$ cat config.mk
export PLATFORM = sky130hd
export DESIGN_NAME = oam_dma_controller
export DESIGN_NICKNAME = d
export VERILOG_FILES = /design/src/rtl/oam_dma_controller.sv
export SDC_FILE = /design/constraint.sdc
export NUM_CORES = 1
export LEC_CHECK = 0
export ABC_AREA = 1
export ABC_CLOCK_PERIOD_IN_PS = 1300
export CORE_ASPECT_RATIO = 1.5
export CORE_UTILIZATION = 40
export CTS_CLUSTER_DIAMETER = 60
export DETAILED_ROUTE_END_ITERATION = 8
export GPL_ROUTABILITY_DRIVEN = 1
export HOLD_SLACK_MARGIN = 0.1
export PLACE_DENSITY = 0.76
export SYNTH_ARGS = -nofsm -noshare
export SYNTH_HDL_FRONTEND = slang
export SYNTH_SLANG_ARGS = --single-unit
$ cat constraint.sdc
create_clock -name clock -period 1.3 [get_ports clock]
set_input_delay 0.325 -clock clock [delete_from_list [all_inputs] [get_ports clock]]
set_output_delay 0.325 -clock clock [all_outputs]
set_load 0.05 [all_outputs]
$ cat src/rtl/oam_dma_controller.sv
// ---------------------------------------------------------------------------
// oam_dma_controller
//
// Bus arbiter and sequencer for NES sprite DMA. Passes CPU traffic straight
// through to the system bus until the CPU writes a page number to $4014.
// It then stalls the core, takes the bus, and copies $XX00-$XXFF into the
// PPU OAM data port $2004 as read/write pairs. Every read lands on an even
// CPU cycle and every write on an odd one.
//
// Ports
//   clock         CPU clock, rising edge
//   reset_n       asynchronous active-low reset
//   cpu_addr      core address
//   cpu_mem_r_en  core access type (1 = read, 0 = write)
//   cpu_w_data    core write data
//   r_data        system bus read data (combinational, same cycle)
//   mem_addr      system bus address
//   mem_r_en      system bus access type (1 = read, 0 = write)
//   mem_w_data    system bus write data
//   cpu_rdy       0 = core must hold all state this cycle
//   dma_active    1 while the controller owns the bus
// ---------------------------------------------------------------------------
module oam_dma_controller (
  input  logic        clock,
  input  logic        reset_n,
  input  logic [15:0] cpu_addr,
  input  logic        cpu_mem_r_en,
  input  logic [7:0]  cpu_w_data,
  input  logic [7:0]  r_data,
  output logic [15:0] mem_addr,
  output logic        mem_r_en,
  output logic [7:0]  mem_w_data,
  output logic        cpu_rdy,
  output logic        dma_active
);

  localparam logic [15:0] TRIG_ADDR     = 16'h4014;
  localparam logic [15:0] OAM_DATA_ADDR = 16'h2004;

  localparam logic [2:0] ST_IDLE  = 3'd0;
  localparam logic [2:0] ST_HALT  = 3'd1;
  localparam logic [2:0] ST_ALIGN = 3'd2;
  localparam logic [2:0] ST_READ  = 3'd3;
  localparam logic [2:0] ST_WRITE = 3'd4;

  logic [2:0] state_q,     state_d;
  logic [7:0] page_q,      page_d;
  logic [7:0] idx_q,       idx_d;
  logic [7:0] data_buf_q,  data_buf_d;
  logic       odd_cycle_q, odd_cycle_d;

  logic       trigger;

  // Only a write to $4014 while idle starts a transfer; during DMA the core
  // is stalled, so its bus inputs are ignored.
  assign trigger = (state_q == ST_IDLE) && !cpu_mem_r_en && (cpu_addr == TRIG_ADDR);

  // -------------------------------------------------------------------------
  // Next-state logic
  // -------------------------------------------------------------------------
  always_comb begin
    state_d     = state_q;
    page_d      = page_q;
    idx_d       = idx_q;
    data_buf_d  = data_buf_q;
    odd_cycle_d = ~odd_cycle_q;

    case (state_q)
      ST_IDLE: begin
        if (trigger) begin
          page_d  = cpu_w_data;
          idx_d   = 8'h00;
          state_d = ST_HALT;
        end
      end

      // If this cycle is odd the next one is even, so the first read can
      // follow immediately; otherwise burn one alignment cycle.
      ST_HALT: begin
        state_d = odd_cycle_q ? ST_READ : ST_ALIGN;
      end

      ST_ALIGN: begin
        state_d = ST_READ;
      end

      ST_READ: begin
        data_buf_d = r_data;
        state_d    = ST_WRITE;
      end

      // idx wraps in 8 bits; the page byte is never touched, so the source
      // address cannot carry out of the page.
      ST_WRITE: begin
        idx_d   = idx_q + 8'h01;
        state_d = (idx_q == 8'hFF) ? ST_IDLE : ST_READ;
      end

      default: begin
        state_d = ST_IDLE;
      end
    endcase
  end

  // -------------------------------------------------------------------------
  // State registers
  // -------------------------------------------------------------------------
  always_ff @(posedge clock or negedge reset_n) begin
    if (!reset_n) begin
      state_q     <= ST_IDLE;
      page_q      <= 8'h00;
      idx_q       <= 8'h00;
      data_buf_q  <= 8'h00;
      odd_cycle_q <= 1'b0;
    end else begin
      state_q     <= state_d;
      page_q      <= page_d;
      idx_q       <= idx_d;
      data_buf_q  <= data_buf_d;
      odd_cycle_q <= odd_cycle_d;
    end
  end

  // -------------------------------------------------------------------------
  // Bus outputs: pass-through in IDLE, controller-driven otherwise.
  // mem_w_data shows the buffer in every DMA state, not only WRITE.
  // -------------------------------------------------------------------------
  always_comb begin
    mem_addr   = cpu_addr;
    mem_r_en   = cpu_mem_r_en;
    mem_w_data = cpu_w_data;
    cpu_rdy    = 1'b1;
    dma_active = 1'b0;

    if (state_q != ST_IDLE) begin
      cpu_rdy    = 1'b0;
      dma_active = 1'b1;
      mem_w_data = data_buf_q;
      case (state_q)
        ST_READ: begin
          mem_addr = {page_q, idx_q};
          mem_r_en = 1'b1;
        end
        ST_WRITE: begin
          mem_addr = OAM_DATA_ADDR;
          mem_r_en = 1'b0;
        end
        default: begin
          // HALT / ALIGN: dummy read of the page base
          mem_addr = {page_q, 8'h00};
          mem_r_en = 1'b1;
        end
      endcase
    end
  end

endmodule

==> impl_metrics.tcl <==
set metrics [dict create \
    fin_ws_ns -0.537 \
    yosysTopAreaCellShare 0.409 \
    placement.io_buffers 61 \
    syn-num-nets 279 \
    cts_tree "built" \
    ys_ff_latch 28 \
    fin_util 0.872 \
    die_h_microns 82.2 \
    die-area_sq_um 4560 \
    io_pins 62 \
    hp-class "in -> async" \
    fillCellCount 179 \
    dr.pass1.iters 4 \
    reg2reg_from "state_q[0]$_DFFE_PN0P_" \
    status "finished with violations" \
    ys_top_cells_by_area "dfrtp_1 41%, nand2_1 24%, nand3_1 4.7%, inv_1 4.6%, nand4_1 3.3%" \
    synth_area_sq_um 1710 \
    required_ns 0.98 \
    placed_cells 373 \
    grt_max_degree 29 \
    finalSetupViolations 45 \
    initial_core_util 0.425 \
    async_flop_share 1.00 \
    drv_cap 0 \
    power_mw 8.34 \
    yosysTopAreaCell "dfrtp_1" \
    reg2reg_depth 10 \
    crit_fanout 7 \
    synth_top_flop_cell "dfrtp_1" \
    drc 0 \
    slew_violations 0 \
    multi_input_area_sq_um 1300 \
    cts_root_buffer "clkbuf_8" \
    postPlaceCellArea_sq_um 3050 \
    final_area_sq_um 3510 \
    die-width_microns 55.5 \
    cts_buffers 3 \
    dp_hpwl_microns 4250 \
    hold_buffers 0 \
    hold_slack_ns 0.401 \
    power_leakage_nw 1.69 \
    ys_types 27 \
    yosys_warnings 0 \
    drt_iter0_markers 110 \
    clock_skew_ns 0.00545 \
    finalWeightedCongestion 0.854 \
    syn_avg_cell_area_sq_um 7.05 \
    clk_latency_ns 0.27 \
    htreeDepth 1 \
    wl_microns 7060 \
    vias_per_cell 5.51 \
    vias 2139 \
    grt_pass1_vias 2042 \
    grtUsageTotal 0.289 \
    finalSetupTns_ns -18.70 \
    cp-start-kind "register" \
    worst_pin_slew_ns 0.281 \
    p_per_area_nw_per_um2 2370 \
    dp_slack_ns -0.395 \
    cts_buffer_depth 2 \
    fmax_mhz 544 \
    clkSinkCount 28 \
    rows 28 \
    max_slew_margin 0.813 \
    worstPathArrival_ns 1.51 \
    synth_edf_count 0 \
    post_drt_wl_per_cell_microns 18.2 \
    instances_no_fill 388 \
    syn2layout_area_growth_pct 105 \
    crit_path_end_kind "output port" \
    synth.most_common_cell "nand2_1" \
    ys_top_cells_by_count "109 x nand2_1, 28 x dfrtp_1, 21 x inv_1" \
    finalHoldViolations 0 \
    nets 380 \
    path_clk_slew_ns 0.10 \
    layout-drive-gt1-share 0.449 \
    period_share 1.41 \
    violations "negative setup slack" \
    antenna_found_initial 0 \
    rsz0062_at_grt "yes" \
    ir_worst_vdd_uv 2020 \
    r2r_end "page_q[7]$_DFFE_PN0P_" \
    netlist_instances 243 \
    antenna_cells 0 \
    globalRoute.totalOverflow 0 \
    period_needed_ns 1.84 \
    regToRegSetupSlack_ns -0.36 \
    seq_area_sq_um 702 \
    yosysSeqAreaShare 0.409 \
    path_class "reg -> out" \
    coreArea_sq_um 4030 \
    grt_first_pass_wirelength_microns 9990 \
    ant_nets 0 \
]
[kinds of logic after synthesis]
family | count (synthesis) | synth area share
AND/OR/NAND/NOR | 158 | 0.423
buffers and inverters | 31 | 0.0766
flip-flops | 28 | 0.409
AO/OA/AOI/OAI | 23 | 0.0745
XOR/XNOR | 2 | 0.0102
adder cells (fa/ha/maj) | 1 | 0.00730
[routing by layer]
layer	vias to the layer above	part of all wire	global-route usage
met1	1048	0.35	0.300
met4	0	0.034	0.135
met2	87	0.57	0.578
met5	-	0	0
li1	981	-	-
met3	23	0.044	0.0312
[flip-flops by register name (all words and copies together), names as in the netlist]
| signal | flops |
|---|---|
| state_q | 3 |
| idx_q | 8 |
| data_buf_q | 8 |
| odd_cycle_q | 1 |
| page_q | 8 |
[where the power goes]
part           total (mW)  internal [mW]  switching (mW)
registers            1.28           1.08           0.203
logic                6.51           3.01            3.50
clock network       0.538          0.271           0.267
[layout make-up]
cell class                      instances  share of cell area
Sequential cell                        28               0.200
Clock buffer                            4              0.0157
Multi-Input combinational cell        185               0.369
Timing Repair Buffer                  101               0.365
Inverter                               25              0.0345
Tap cell                               45              0.0160
[repair_timing]
action / 4_1_cts / 5_1_grt
buffers inserted: 7 / 4
pin swaps: 4 / 8
endpoints found under the setup margin: 45 / 45
resized for setup: 57 / 25
gates cloned: 2 / 0
[how the worst max path moves through the flow]
stage | start | endpoint | slack (ns) | depth (start not counted)
after floorplan | state_q[0]$_DFFE_PN0P_ | mem_addr[10] | -0.30 | 4
after global placement | cpu_mem_r_en | mem_r_en | -0.34 | 5
after detailed placement | cpu_addr[0] | page_q[2]$_DFFE_PN0P_ | -0.39 | 7
after CTS | state_q[0]$_DFFE_PN0P_ | mem_addr[10] | -0.49 | 5
after global routing | state_q[0]$_DFFE_PN0P_ | mem_addr[11] | -0.59 | 6
final | state_q[0]$_DFFE_PN0P_ | mem_addr[11] | -0.54 | 6
[worst max-delay path, stage by stage (launching register included)]
cell and delay, ns:
dfrtp_1 0.43, nor2_4 0.16, buf_6 0.13, inv_1 0.12
nand2_1 0.15, o21ai_4 0.08, buf_12 0.15
[cells in the final DEF, fill, tap and decap left out, types with 2 or more instances in the layout]
cell type and instances:
a21oi_1 4, buf_6 10, nand2_2 21, clkdlybuf4s50_1 34, nand2_4 16, nand4_1 9
nand3_2 9, o22ai_4 2, clkbuf_8 4, inv_1 20, inv_2 2, buf_8 2
o21ai_4 10, nand2_1 75, nand3_4 5, nor2_1 10, buf_4 25, nand3_1 5
clkinv_8 2, buf_12 29, dfrtp_1 27, nor2_2 4, nor2_4 3
(Power assumes the default switching activity.)
